## src/rtl/oldestn_pkg.sv

```systemverilog
// Shared helpers for the oldest-first grant buffer.
package oldestn_pkg;

  localparam int unsigned IDX_BUS_MAX = 256;
  localparam int unsigned IDX_MAX     = 16;

  // Ceiling log2 for parameter arithmetic; returns 0 for n <= 1.
  function automatic int unsigned clog2_f(input int unsigned n);
    int unsigned r;
    r = 0;
    for (int unsigned i = 0; i < 32; i++) begin
      if ((33'd1 << i) < 33'(n)) r = i + 1;
    end
    return r;
  endfunction

  // Extract field k of width w from a packed index bus.
  function automatic logic [IDX_MAX-1:0] idx_field(input logic [IDX_BUS_MAX-1:0] bus,
                                                   input int unsigned k,
                                                   input int unsigned w);
    logic [IDX_BUS_MAX-1:0] mask;
    mask = (IDX_BUS_MAX'(1) << w) - IDX_BUS_MAX'(1);
    return IDX_MAX'((bus >> (k * w)) & mask);
  endfunction

endpackage

```

## src/rtl/oldestn_pick.sv

```systemverilog
// Oldest-first multi-pick: rotate candidates, peel lowest set bits, rotate indices back.
module oldestn_pick
  import oldestn_pkg::*;
#(
  parameter int unsigned SEL_WIDTH      = 16,
  parameter int unsigned PRIORITY_WIDTH = clog2_f(SEL_WIDTH),
  parameter int unsigned GRANT_NUM      = 2,
  localparam int unsigned CNT_W         = clog2_f(GRANT_NUM + 1)
) (
  input  logic [SEL_WIDTH-1:0]                cand,
  input  logic [PRIORITY_WIDTH-1:0]           priority_fix,
  input  logic [CNT_W-1:0]                    free_cnt,
  output logic [GRANT_NUM-1:0]                pick_valid,
  output logic [GRANT_NUM*PRIORITY_WIDTH-1:0] pick_index
);

  localparam logic [PRIORITY_WIDTH:0] SEL_EXT = (PRIORITY_WIDTH + 1)'(SEL_WIDTH);

  logic [2*SEL_WIDTH-1:0]    dbl;
  logic [SEL_WIDTH-1:0]      rem;
  logic                      found;
  logic [PRIORITY_WIDTH-1:0] pos;
  logic [PRIORITY_WIDTH:0]   sum;

  // Each pick takes the lowest remaining bit of the age-rotated vector, then masks it off.
  always_comb begin
    dbl        = {cand, cand} >> priority_fix;
    rem        = dbl[SEL_WIDTH-1:0];
    pick_valid = '0;
    pick_index = '0;
    found      = 1'b0;
    pos        = '0;
    sum        = '0;
    for (int j = 0; j < GRANT_NUM; j++) begin
      found = 1'b0;
      pos   = '0;
      for (int b = 0; b < SEL_WIDTH; b++) begin
        if (!found && rem[b]) begin
          found = 1'b1;
          pos   = PRIORITY_WIDTH'(b);
        end
      end
      if (found && (CNT_W'(j) < free_cnt)) begin
        pick_valid[j] = 1'b1;
        rem[pos]      = 1'b0;
        sum           = {1'b0, pos} + {1'b0, priority_fix};
        if (sum >= SEL_EXT) sum = sum - SEL_EXT;
        pick_index[j*PRIORITY_WIDTH +: PRIORITY_WIDTH] = PRIORITY_WIDTH'(sum);
      end
    end
  end

endmodule

```

## src/rtl/oldestn_grant_buffer.sv

```systemverilog
// N-way oldest-first arbiter with registered, handshaked grant slots.
module oldestn_grant_buffer
  import oldestn_pkg::*;
#(
  parameter int unsigned SEL_WIDTH      = 16,
  parameter int unsigned PRIORITY_WIDTH = clog2_f(SEL_WIDTH),
  parameter int unsigned GRANT_NUM      = 2,
  localparam int unsigned CNT_W         = clog2_f(GRANT_NUM + 1)
) (
  input  logic                                clk,
  input  logic                                rst,
  input  logic                                flush_i,
  input  logic [PRIORITY_WIDTH-1:0]           priority_fix_i,
  input  logic [SEL_WIDTH-1:0]                req_i,
  input  logic [GRANT_NUM-1:0]                grant_ready_i,
  output logic [GRANT_NUM-1:0]                grant_valid_o,
  output logic [GRANT_NUM*PRIORITY_WIDTH-1:0] grant_index_o,
  output logic [SEL_WIDTH-1:0]                accept_mask_o,
  output logic [SEL_WIDTH-1:0]                pending_mask_o
);

  logic [GRANT_NUM-1:0]                valid_q, valid_d;
  logic [PRIORITY_WIDTH-1:0]           index_q [GRANT_NUM];
  logic [PRIORITY_WIDTH-1:0]           index_d [GRANT_NUM];
  logic [GRANT_NUM-1:0]                fire, free;
  logic [CNT_W-1:0]                    free_cnt;
  logic [SEL_WIDTH-1:0]                cand;
  logic [GRANT_NUM-1:0]                pick_valid;
  logic [GRANT_NUM*PRIORITY_WIDTH-1:0] pick_index;
  logic                                pv;
  logic [PRIORITY_WIDTH-1:0]           pi;
  int                                  p;

  // Held/accepted masks, free-slot count and candidates; firing slots still count as pending.
  always_comb begin
    fire           = valid_q & grant_ready_i;
    free           = ~valid_q | fire;
    pending_mask_o = '0;
    accept_mask_o  = '0;
    free_cnt       = '0;
    for (int k = 0; k < GRANT_NUM; k++) begin
      if (valid_q[k]) pending_mask_o[index_q[k]] = 1'b1;
      if (fire[k])    accept_mask_o[index_q[k]]  = 1'b1;
      if (free[k])    free_cnt = free_cnt + CNT_W'(1);
    end
    cand = req_i & ~pending_mask_o;
  end

  oldestn_pick #(
    .SEL_WIDTH      (SEL_WIDTH),
    .PRIORITY_WIDTH (PRIORITY_WIDTH),
    .GRANT_NUM      (GRANT_NUM)
  ) u_pick (
    .cand         (cand),
    .priority_fix (priority_fix_i),
    .free_cnt     (free_cnt),
    .pick_valid   (pick_valid),
    .pick_index   (pick_index)
  );

  // Compact picks onto free slots in ascending order; flush empties every slot.
  always_comb begin
    valid_d = valid_q;
    index_d = index_q;
    p       = 0;
    pv      = 1'b0;
    pi      = '0;
    for (int k = 0; k < GRANT_NUM; k++) begin
      if (free[k]) begin
        pv = 1'b0;
        pi = '0;
        for (int j = 0; j < GRANT_NUM; j++) begin
          if (j == p) begin
            pv = pick_valid[j];
            pi = PRIORITY_WIDTH'(idx_field(IDX_BUS_MAX'(pick_index), j, PRIORITY_WIDTH));
          end
        end
        valid_d[k] = pv;
        if (pv) index_d[k] = pi;
        p = p + 1;
      end
    end
    if (flush_i) valid_d = '0;
  end

  // Slot registers with synchronous reset.
  always_ff @(posedge clk) begin
    if (rst) begin
      valid_q <= '0;
      for (int k = 0; k < GRANT_NUM; k++) index_q[k] <= '0;
    end else begin
      valid_q <= valid_d;
      for (int k = 0; k < GRANT_NUM; k++) index_q[k] <= index_d[k];
    end
  end

  // Pack slot registers onto the output bus.
  always_comb begin
    grant_valid_o = valid_q;
    grant_index_o = '0;
    for (int k = 0; k < GRANT_NUM; k++) begin
      grant_index_o[k*PRIORITY_WIDTH +: PRIORITY_WIDTH] = index_q[k];
    end
  end

endmodule

```

## config.mk

```make
export PLATFORM = sky130hd
export DESIGN_NAME = oldestn_grant_buffer
export DESIGN_NICKNAME = d
export VERILOG_FILES = /design/src/rtl/oldestn_pkg.sv /design/src/rtl/oldestn_pick.sv /design/src/rtl/oldestn_grant_buffer.sv
export SDC_FILE = /design/constraint.sdc
export NUM_CORES = 1
export LEC_CHECK = 0
export ABC_AREA = 1
export BUFFER_PORTS_ARGS = -buffer_cell sky130_fd_sc_hd__buf_4
export CAP_MARGIN = 20
export CORE_ASPECT_RATIO = 0.6
export CORE_MARGIN = 5
export CORE_UTILIZATION = 60
export DETAILED_ROUTE_END_ITERATION = 7
export MAX_ROUTING_LAYER = met4
export PLACE_DENSITY = 0.95
export SLEW_MARGIN = 25
export SYNTH_ARGS = -nofsm -noshare
export SYNTH_HDL_FRONTEND = slang
export SYNTH_SLANG_ARGS = --single-unit
```

## constraint.sdc

```tcl
create_clock -name clk -period 14 [get_ports clk]
set_clock_uncertainty 0.2 [all_clocks]
set_input_delay 0.7 -clock clk [delete_from_list [all_inputs] [get_ports clk]]
set_output_delay 0.7 -clock clk [all_outputs]
set_load 0.1 [all_outputs]
```

==> results of run 1 <==
==> per-layer routing <==
layer	up-vias	global-route usage, %
li1	1822	-
met1	1746	49.27
met2	314	49.33
met3	46	9.372
met4	0	4.770
met5	-	-
==> stage by stage <==
| step | cells | cell area [µm²] | hold WS [ps] | setup WS, ps |
|---|---|---|---|---|
| after floorplan | 488 | 2823 | 578.5 | 8563 |
| after global placement | 600 | 3321 | 323.8 | 8405 |
| after detailed placement | 600 | 3321 | 334.7 | 8238 |
| after CTS | 603 | 3362 | 346.0 | 8324 |
| after global routing | 603 | 3362 | 391.2 | 7705 |
| final | 603 | 3362 | 363.5 | 8190 |
==> worst min path at each step <==
stage                                 from          endpoint  depth (start not counted)
after floorplan                        rst  grant_index_o[0]                          1
after global placement    grant_index_o[1]  grant_index_o[1]                          2
after detailed placement  grant_index_o[1]  grant_index_o[1]                          2
after CTS                 grant_index_o[1]  grant_index_o[1]                          2
after global routing      grant_index_o[3]  grant_index_o[3]                          2
final                     grant_index_o[1]  grant_index_o[1]                          2
==> area by class of cell <==
cell class / instances / share of cell area [%]
inverters: 76 / 8.560
flip-flops and latches: 10 / 5.955
well taps: 63 / 2.345
clock buffers: 3 / 1.228
multi-input cells: 385 / 67.18
repair buffers: 66 / 14.74
==> power by group <==
part            total, W  internal (W)  switching [W]
logic           0.000205     0.0000509       0.000155
clock network  0.0000306     0.0000189      0.0000118
registers      0.0000443     0.0000330      0.0000113
total           0.000280      0.000103       0.000178
==> state kept, by name, indices dropped and copies added, names as in the netlist <==
name	cells
grant_valid_o	2
grant_index_o	8
==> cell usage after synthesis (2+ instances only) <==
| cell type | count |
|---|---|
| fa_1 | 2 |
| nand4_4 | 3 |
| clkinv_2 | 2 |
| o22ai_1 | 4 |
| nor2_4 | 7 |
| o211ai_1 | 3 |
| a211oi_1 | 3 |
| ha_1 | 6 |
| o221ai_1 | 2 |
| o21a_1 | 3 |
| a21oi_1 | 14 |
| nand4_1 | 36 |
| nand2_2 | 8 |
| inv_1 | 66 |
| inv_2 | 6 |
| nand2_4 | 2 |
| buf_2 | 7 |
| dfxtp_1 | 10 |
| o32ai_1 | 12 |
| nor2_1 | 33 |
| xor2_1 | 4 |
| nand3_2 | 12 |
| o21ai_0 | 22 |
| and2_1 | 3 |
| clkbuf_1 | 8 |
| nand3_1 | 101 |
| nand2_1 | 80 |
| o41ai_1 | 2 |
| o21ai_1 | 6 |
| nor2_2 | 3 |
| nor3_4 | 2 |
| clkinv_1 | 2 |
| nand4_2 | 3 |
==> cell families after synthesis <==
logic type | share of synthesized area, %
AOI/OAI and AO/OA | 17.07
xor gates and xnor gates | 1.551
adders and majority gates | 4.078
buffers and inverters | 12.90
DFF | 7.092
and+or+nand+nor | 57.31
==> critical path: cells and delay by family, from the launching register on <==
family,cells,cell delay [ps]
compound gates,3,530
xor+xnor,1,180
fa+ha+maj,1,270
buf+inv,2,200
flops,1,600
simple gates,27,3720
==> out/qor.txt, run 1 <==
FF-to-FF path depth = 34
Utilization after layout = 73.66%
Grt ovf = 0
FFs w/ async S/R, synth = 0%
Post-CTS Setup Repair Bufs = 0
Yosys top cell by area = nand3_1
Worst Path Class, Setup = reg2reg
Pwr/cell area = 83.40 mW/mm²
GR Util All Layers = 34.41%
CTS tree = built
Critical Path Sink = grant_index_o[7]
Gpl congestion = 1.033
Max-slew violations = 0
Via density = 6.514
HP Class = reg2reg
Hold buffer count at cts = 0
Core Area = 0.004564 mm²
CP dominant cell by count = nand3_1
Total power = 0.0002804 W
Synth Warn # = 0
Fin nets = 575
Vias in the first global route = 3,458
Critical Path Source = grant_valid_o[0]
Crit share post-route = 41.50%
Library cells used by synthesis = 44
Initial antenna violation count = 0
Most frequent cells in the layout = 101 x nand3_1, 80 x nand2_1, 66 x inv_1, 66 x buf_4, 36 x nand4_1
RR Endpoint = grant_index_o[7]
Seq/Total Area, Yosys = 7.092%
Hpwl dp = 8728 µm
RSZ-0062 raised after global routing = false
Largest net degree at the start of global routing = 26
WL/cell = 17.63 µm
Met1 WL = 4382 µm
Post-synth net total = 521
Detail Route met3 WL = 1779 µm
Input/output buffers = 66
Final Hold Viols = 0
Fmax = 172.1 MHz
CP Data Required Time = 13,960 ps
Routed wl met2 = 4265 µm
Largest cells by area after synthesis = nand3_1 18%, nand2_1 11%, inv_1 8.8%, nand4_1 8.0%, dfxtp_1 7.1%
Clk slew on worst S/H paths = 50 ps
Initial Util = 61.84%
R2R setup slack = 8190 ps
Die extent in x = 98.55 µm
Leak Pwr = 1.649 nW
Mapped Cells = 488
Die ar. = 0.006221 mm²
Crit-path max cell delay = 600 ps
ANT nets after route = 0
Slowest CP cell = dfxtp_1
Area share of the largest cell type after synthesis = 17.91%
Setup TNS = 0 ps
CTS Buf Count = 3
Post-CTS sizing = 0
Critical path fanouts, max = 13
CTS Buffer Depth = 2
Antenna cells = 0
CP Data Arrival Time = 5770 ps
Initial drt markers = 659
Top_reg_cell synth = dfxtp_1
Layout cells sized above 1 = 21.67%
EDFF count, synth = 0
Area occupied by multi-input gates = 0.002258 mm²
Htree depth = 1
Clock Sinks = 10
Avg Cell Area, Syn = 5.784 µm²
IO Pins = 67
Register area = 200.2 µm²
Count of max-cap constraint violations = 0
Worst-Skew Late Latency = 240 ps
Most common cell after layout, fill and taps aside = nand3_1
DRT Pass-1 Iters = 7
CTS root buf = clkbuf_8
Global-route wire length before repair = 17,070 µm
Routed WL = 10,630 µm
Die Span Y = 63.13 µm
Worst slew pin tran = 906.7 ps
Row cnt = 19
VDD IR max = 0.1115 mV
Vias post-DR = 3,928
Synth-to-Final Area Change = 19.10%
Status = complete, no violations
Critical Path Source Type = register
Final setup vio count = 0
Endpoint class of the critical path = register
Slew HR = 39.47%
Synth Register Bits = 10
Max layer used = met4
Fillers = 388
Mapped cell area = 0.002823 mm²
Crit path time final = 5810 ps
Worst R2R Start = grant_valid_o[0]
Drt drc = 0
No activity file was read; power rests on OpenSTA's default activity.
==> run 2, diff against run 1 <==
Settings changed: ABC_AREA 1 to 0, CORE_UTILIZATION 60 to 57, PLACE_DENSITY 0.95 to 0.9.
Clock period 14 ns to 5.95 ns, I/O delays scaled along.
==> out/qor.txt, run 2 <==
Dpl ws = 89.01 ps (-8149 ps)
CTS root buf = clkbuf_8
Avg Cell Area, Syn = 8.398 µm² (+45%)
Initial Util = 59.19% (-2.7 points)
Die extent in x = 103.8 µm (+5.3%)
Leak Pwr = 1.389 nW (-16%)
Worst-Skew Late Latency = 230 ps (about the same)
VDD IR max = 0.3502 mV (+210%)
Grt ovf = 0 (unchanged)
Count of max-cap constraint violations = 0 (unchanged)
Most common cell after layout, fill and taps aside = buf_4
Area share of the largest cell type after synthesis = 17.23% (-0.68 points)
CP Data Required Time = 5890 ps (-8070 ps)
Mapped Cells = 358 (-27%)
Crit path time final = 5758 ps (-51.61 ps)
Most common cell in the netlist = o22ai_1
Post-synth top cells = 34 x o22ai_1, 23 x mux4_2, 22 x nand2_1, 22 x nor2_1, 21 x mux2i_1
Mapped cell area = 0.003007 mm² (+6.5%)
Input/output buffers = 66 (unchanged)
Cell Count, Final, Fillers Out = 474 (-21%)
Status = complete, no violations
Worst slew pin tran = 690.8 ps (-215.9 ps)
Gpl congestion = 1.010 (-2.2%)
Largest net degree at the start of global routing = 22 (-15%)
Hpwl dp = 8457 µm (-3.1%)
Hold buffer count at cts = 0 (unchanged)
ANT nets after route = 0 (unchanged)
IO Pins = 67 (unchanged)
Clk slew on worst S/H paths = 40 ps (about the same)
Die Span Y = 66.26 µm (+5.0%)
Initial antenna violation count = 0 (unchanged)
Inst Count DP = 471 (-22%)
Slew HR = 53.66% (+14 points)
GR Util All Layers = 30.08% (-4.3 points)
Final Hold Viols = 0 (unchanged)
Global-route wire length before repair = 16,530 µm (-3.2%)
CTS tree = built
Total power = 0.0008633 W (+210%)
Post-synth net total = 391 (-25%)
Antenna cells = 0 (unchanged)
Htree depth = 1 (unchanged)
Final Worst Setup Slack = 191.6 ps (-7998 ps)
Vias in the first global route = 3,152 (-8.8%)
CTS Buf Count = 3 (unchanged)
Fmax = 173.7 MHz (+0.90%)
Largest cells by area after synthesis = mux4_2 17%, o22ai_1 7.1%, mux2i_1 7.0%, dfxtp_1 6.7%, o221ai_2 3.5%
Clk network pwr share = 7.8% (-3.1 points)
Critical path fanouts, max = 9 (-4)
Clock Sinks = 10 (unchanged)
CP Data Arrival Time = 5700 ps (-70 ps)
Die ar. = 0.006875 mm² (+10%)
DRT Pass-1 Iters = 5 (-2)
Layout cells sized above 1 = 37.75% (+16 points)
Setup TNS = 0 ps (unchanged)
Sw frac = 60.34% (-3.0 points)
WL/cell = 22.27 µm (+26%)
Critical Path Source Type = register
Drt drc = 0 (unchanged)
Fin nets = 443 (-23%)
Top_reg_cell synth = dfxtp_1
Via density = 7.506 (+15%)
Core Area = 0.005080 mm² (+11%)
Register share of total power = 13.0% (-2.8 points)
EDFF count, synth = 0 (unchanged)
Yosys top cell by area = mux4_2
Pwr/cell area = 237.1 mW/mm² (+180%)
Final setup vio count = 0 (unchanged)
Most frequent cells in the layout = 72 x buf_4, 33 x o22ai_1, 23 x mux4_2
Synth Warn # = 0 (unchanged)
Vias post-DR = 3,558 (-9.4%)
Crit share post-route = 96.78% (+55 points)
Endpoint class of the critical path = register
Synth-to-Final Area Change = 21.10%
Post-CTS Setup Repair Bufs = 0 (unchanged)
Combinational power share = 79.2% (+5.9 points)
Synth Register Bits = 10 (unchanged)
Worst Path Class, Setup = reg2reg
FFs w/ async S/R, synth = 0% (unchanged)
CTS Buffer Depth = 2 (unchanged)
Max-slew violations = 0 (unchanged)
Int Power = 0.0003424 W (+230%)
Routed WL = 10,550 µm (-0.74%)
Max reg flops = 8 (unchanged)
Row cnt = 20 (+1)
Initial drt markers = 633 (-3.9%)
Library cells used by synthesis = 68 (+55%)
Switching Power = 0.0005210 W (+190%)
Seq/Total Area, Yosys = 6.658% (-0.43 points)
HP Class = in2reg
==> run 2: changes by cell type in the layout (fill, tap and decap cells not counted), sizes merged, moves of 14 or more <==
cell,change
nor2,-21
o221ai,+16
mux4,+23
nand4,-40
mux2i,+21
o21ai,-14
inv,-63
nand3,-104
o22ai,+31
nand2,-68
==> run 2: cell type report <==
class / count / area, µm²
multi-input cells: 312 / 2735
fillers: 364 / 1439
repair buffers: 72 / 540.5
inverters: 11 / 41.29
clock buffers: 3 / 41.29
flip-flops and latches: 10 / 200.2
well taps: 66 / 82.58
==> run 2: final timing paths <==
| check | endpoint | slack, ps | depth (start not counted) | startpoint |
|---|---|---|---|---|
| max reg2reg | grant_index_o[5] | 190 | 17 | grant_index_o[4] |
| min reg2reg | grant_index_o[2] | 420 | 2 | grant_index_o[2] |
| max | grant_index_o[5] | 190 | 17 | grant_index_o[4] |
| min | grant_index_o[2] | 110 | 2 | rst |
==> run 2: worst max-delay path, cell delays in order (launching register included) <==
cell and delay [ps]:
dfxtp_1 500, nand3b_1 440, o221ai_1 290, mux4_2 560, mux2i_1 470, nor3_2 130
or2_2 310, o221a_2 300, nand4b_1 220, o21ai_0 430, a311oi_1 170, o32a_1 360
o221ai_1 200, ha_1 210, inv_1 60, fa_1 410, nor2b_1 140, o32ai_1 280
==> run 2: power groups by stage <==
stage | registers, W | clock network (W) | logic [W]
after floorplan | 0.000195 | 0 | 0.000427
after global placement | 0.000107 | 0 | 0.000638
after detailed placement | 0.000109 | 0 | 0.000646
after CTS | 0.000108 | 0.0000685 | 0.000649
after global routing | 0.000115 | 0.0000733 | 0.000718
final | 0.000113 | 0.0000673 | 0.000684
==> run 2: logic make-up after synthesis <==
family	count (synthesis)	synth area share (%)
xor gates and xnor gates	6	1.748
DFF	10	6.658
AOI/OAI and AO/OA	123	30.38
adders and majority gates	8	3.829
buffers and inverters	36	6.076
muxes	53	27.59
and+or+nand+nor	122	23.72
==> run 2: metal layers <==
layer / vias up / global-route usage [%] / routed length [µm]
met5: - / - / 0
met4: 0 / 4.200 / 87
met3: 17 / 12.68 / 1871
met2: 307 / 40.56 / 4229
met1: 1676 / 42.34 / 4365
li1: 1558 / - / -
==> run 2: timing repair <==
item                       4_1_cts  5_1_grt
setup endpoints to repair        0        4
hold endpoints to repair         0        0
resized for setup                0       20
==> run 2: through the flow <==
step	hold WS [ps]	utilization [%]	area, µm²
2_1_floorplan	263.5	-	3007
3_3_place_gp	346.9	68.67	3488
3_5_place_dp	346.7	68.67	3488
4_1_cts	102.1	69.48	3530
5_1_grt	115.7	71.67	3641
6_report	109.0	71.67	3641
==> run 3, diff against run 2 <==
Settings changed: MAX_ROUTING_LAYER met4 to not set.
==> out/qor.txt, run 3 (same netlist as run 2, synthesis figures left out) <==
Status = complete, no violations
Worst Path Buf+Inv = 3 (+2)
Critical Path Source = grant_index_o[5]
Via density = 7.519 (+0.17%)
Critical Path Sink = grant_index_o[5]
Gpl congestion = 0.9870 (-2.3%)
CP dominant cell by count = buf_4
CP Cell Sequence = nand3b_1 -> o221ai_2 -> mux4_2 -> mux2i_1 -> nor3_2 -> buf_4 -> buf_4 -> or2_2 -> o221a_2 -> nand4b_1 -> o21ai_0 -> a311oi_1 -> o32a_1 -> o221ai_1 -> ha_1 -> inv_1 -> fa_1 -> nor2b_1 -> o32ai_1
Worst slew pin tran = 714.9 ps (+24.06 ps)
WP depth = 19 (+2)
Count of max-cap constraint violations = 0 (unchanged)
CP Data Required Time = 5890 ps (about the same)
IO Pins = 67 (unchanged)
R2R setup slack = 220 ps (+30 ps)
Fmax = 174.6 MHz (+0.55%)
Die Span Y = 66.26 µm (unchanged)
CTS Buf Count = 3 (unchanged)
Setup TNS = 0 ps (unchanged)
Max reg flops = 8 (unchanged)
Utilization after layout = 72.14% (+0.47 points)
Crit share post-route = 96.25% (-0.53 points)
DRT Pass-1 Iters = 5 (unchanged)
Antenna cells = 0 (unchanged)
Endpoint class of the critical path = register
Hpwl dp = 8593 µm (+1.6%)
Crit-path max cell delay = 590 ps (+30 ps)
Max-slew violations = 0 (unchanged)
Critical path fanouts, max = 9 (unchanged)
Largest net degree at the start of global routing = 22 (unchanged)
CTS tree = built
Htree depth = 1 (unchanged)
Global-route wire length before repair = 17,010 µm (+2.9%)
HP Class = in2reg
Pwr/cell area = 241.4 mW/mm² (+1.8%)
Area occupied by multi-input gates = 0.002738 mm² (about the same)
Routed WL = 10,930 µm (+3.5%)
Row cnt = 20 (unchanged)
Hold Slack = 107.7 ps (-1.244 ps)
Slowest CP cell = mux4_2
Drt drc = 0 (unchanged)
Final setup vio count = 0 (unchanged)
ANT nets after route = 0 (unchanged)
CTS root buf = clkbuf_8
Fin nets = 444 (+0.23%)
Fillers = 367 (+0.82%)
Final Hold Viols = 0 (unchanged)
Layout cells sized above 1 = 38.05% (+0.30 points)
Slew HR = 51.98% (-1.7 points)
VDD IR max = 0.2987 mV (-15%)
Worst Path Class, Setup = reg2reg
CTS Buffer Depth = 2 (unchanged)
Die extent in x = 103.8 µm (unchanged)
Die ar. = 0.006875 mm² (unchanged)
Clock Sinks = 10 (unchanged)
GR Util All Layers = 30.10% (about the same)
Clk slew on worst S/H paths = 50 ps (about the same)
Critical Path Source Type = register
CP Data Arrival Time = 5670 ps (-30 ps)
Worst-Skew Late Latency = 240 ps (about the same)
Vias post-DR = 3,579 (+0.59%)
Initial drt markers = 668 (+5.5%)
FF-to-FF path depth = 19 (+2)
Register area = 200.2 µm² (unchanged)
Total power = 0.0008849 W (+2.5%)
Grt ovf = 0 (unchanged)
Leak Pwr = 1.402 nW (+0.91%)
Initial Util = 59.19% (unchanged)
Synth-to-Final Area Change = 21.89%
Core Area = 0.005080 mm² (unchanged)
Input/output buffers = 66 (unchanged)
WL/cell = 22.95 µm (+3.1%)
Crit path time final = 5727 ps (-31.47 ps)
Initial antenna violation count = 0 (unchanged)
RR Endpoint = grant_index_o[5]
Most frequent cells in the layout = 73 x buf_4, 33 x o22ai_1, 23 x mux4_2
Most common cell after layout, fill and taps aside = buf_4
Critical path's top delay family = compound AO/OA/AOI/OAI gates
Vias in the first global route = 3,205 (+1.7%)
Worst R2R Start = grant_index_o[5]
-- run 3: cell count changes in the layout (fill, tap and decap cells not counted), sizes merged --
cell	delta
clkbuf	+1
buf	+1
-- run 3: final cells by class --
cell class | count | area share [%]
clock buffers | 4 | 1.502
inverters | 11 | 1.127
multi-input cells | 312 | 74.70
flip-flops and latches | 10 | 5.463
well taps | 66 | 2.253
repair buffers | 73 | 14.95
-- run 3: how the worst min path moves through the flow --
stage,from,to,slack [ps],depth (start not counted)
2_1_floorplan,flush_i,grant_valid_o[1],260,2
3_3_place_gp,rst,grant_index_o[6],340,2
3_5_place_dp,rst,grant_index_o[6],350,2
4_1_cts,rst,grant_index_o[2],110,2
5_1_grt,rst,grant_index_o[2],120,2
6_report,rst,grant_index_o[2],110,2
-- run 3: per-stage QoR --
stage	setup WS [ps]	instances	cell area (µm²)
5_1_grt	-33.00	476	3665
4_1_cts	133.8	474	3536
6_report	223.1	476	3665
3_3_place_gp	367.4	470	3481
3_5_place_dp	161.8	470	3481
2_1_floorplan	292.2	358	3007
-- run 3: repair_timing --
action | in CTS | in global routing
endpoints found under the setup margin | 0 | 3
hold buffers | 0 | 0
gates resized for setup | 0 | 20
setup buffers | 0 | 2
-- run 3: routing by layer --
| metal | part of all wire [%] | GRT usage [%] | up-vias |
|---|---|---|---|
| met2 | 42 | 45.00 | 323 |
| met1 | 41 | 43.70 | 1688 |
| li1 | - | - | 1560 |
| met3 | 17 | 9.561 | 8 |
| met5 | 0 | 0 | - |
| met4 | 0.30 | 2.585 | 0 |
-- run 3: power by group --
group | switching, W | internal, W | total [W]
clock | 0.0000288 | 0.0000583 | 0.0000872
sequential | 0.0000329 | 0.0000809 | 0.000114
combinational | 0.000466 | 0.000217 | 0.000684
total | 0.000528 | 0.000357 | 0.000885
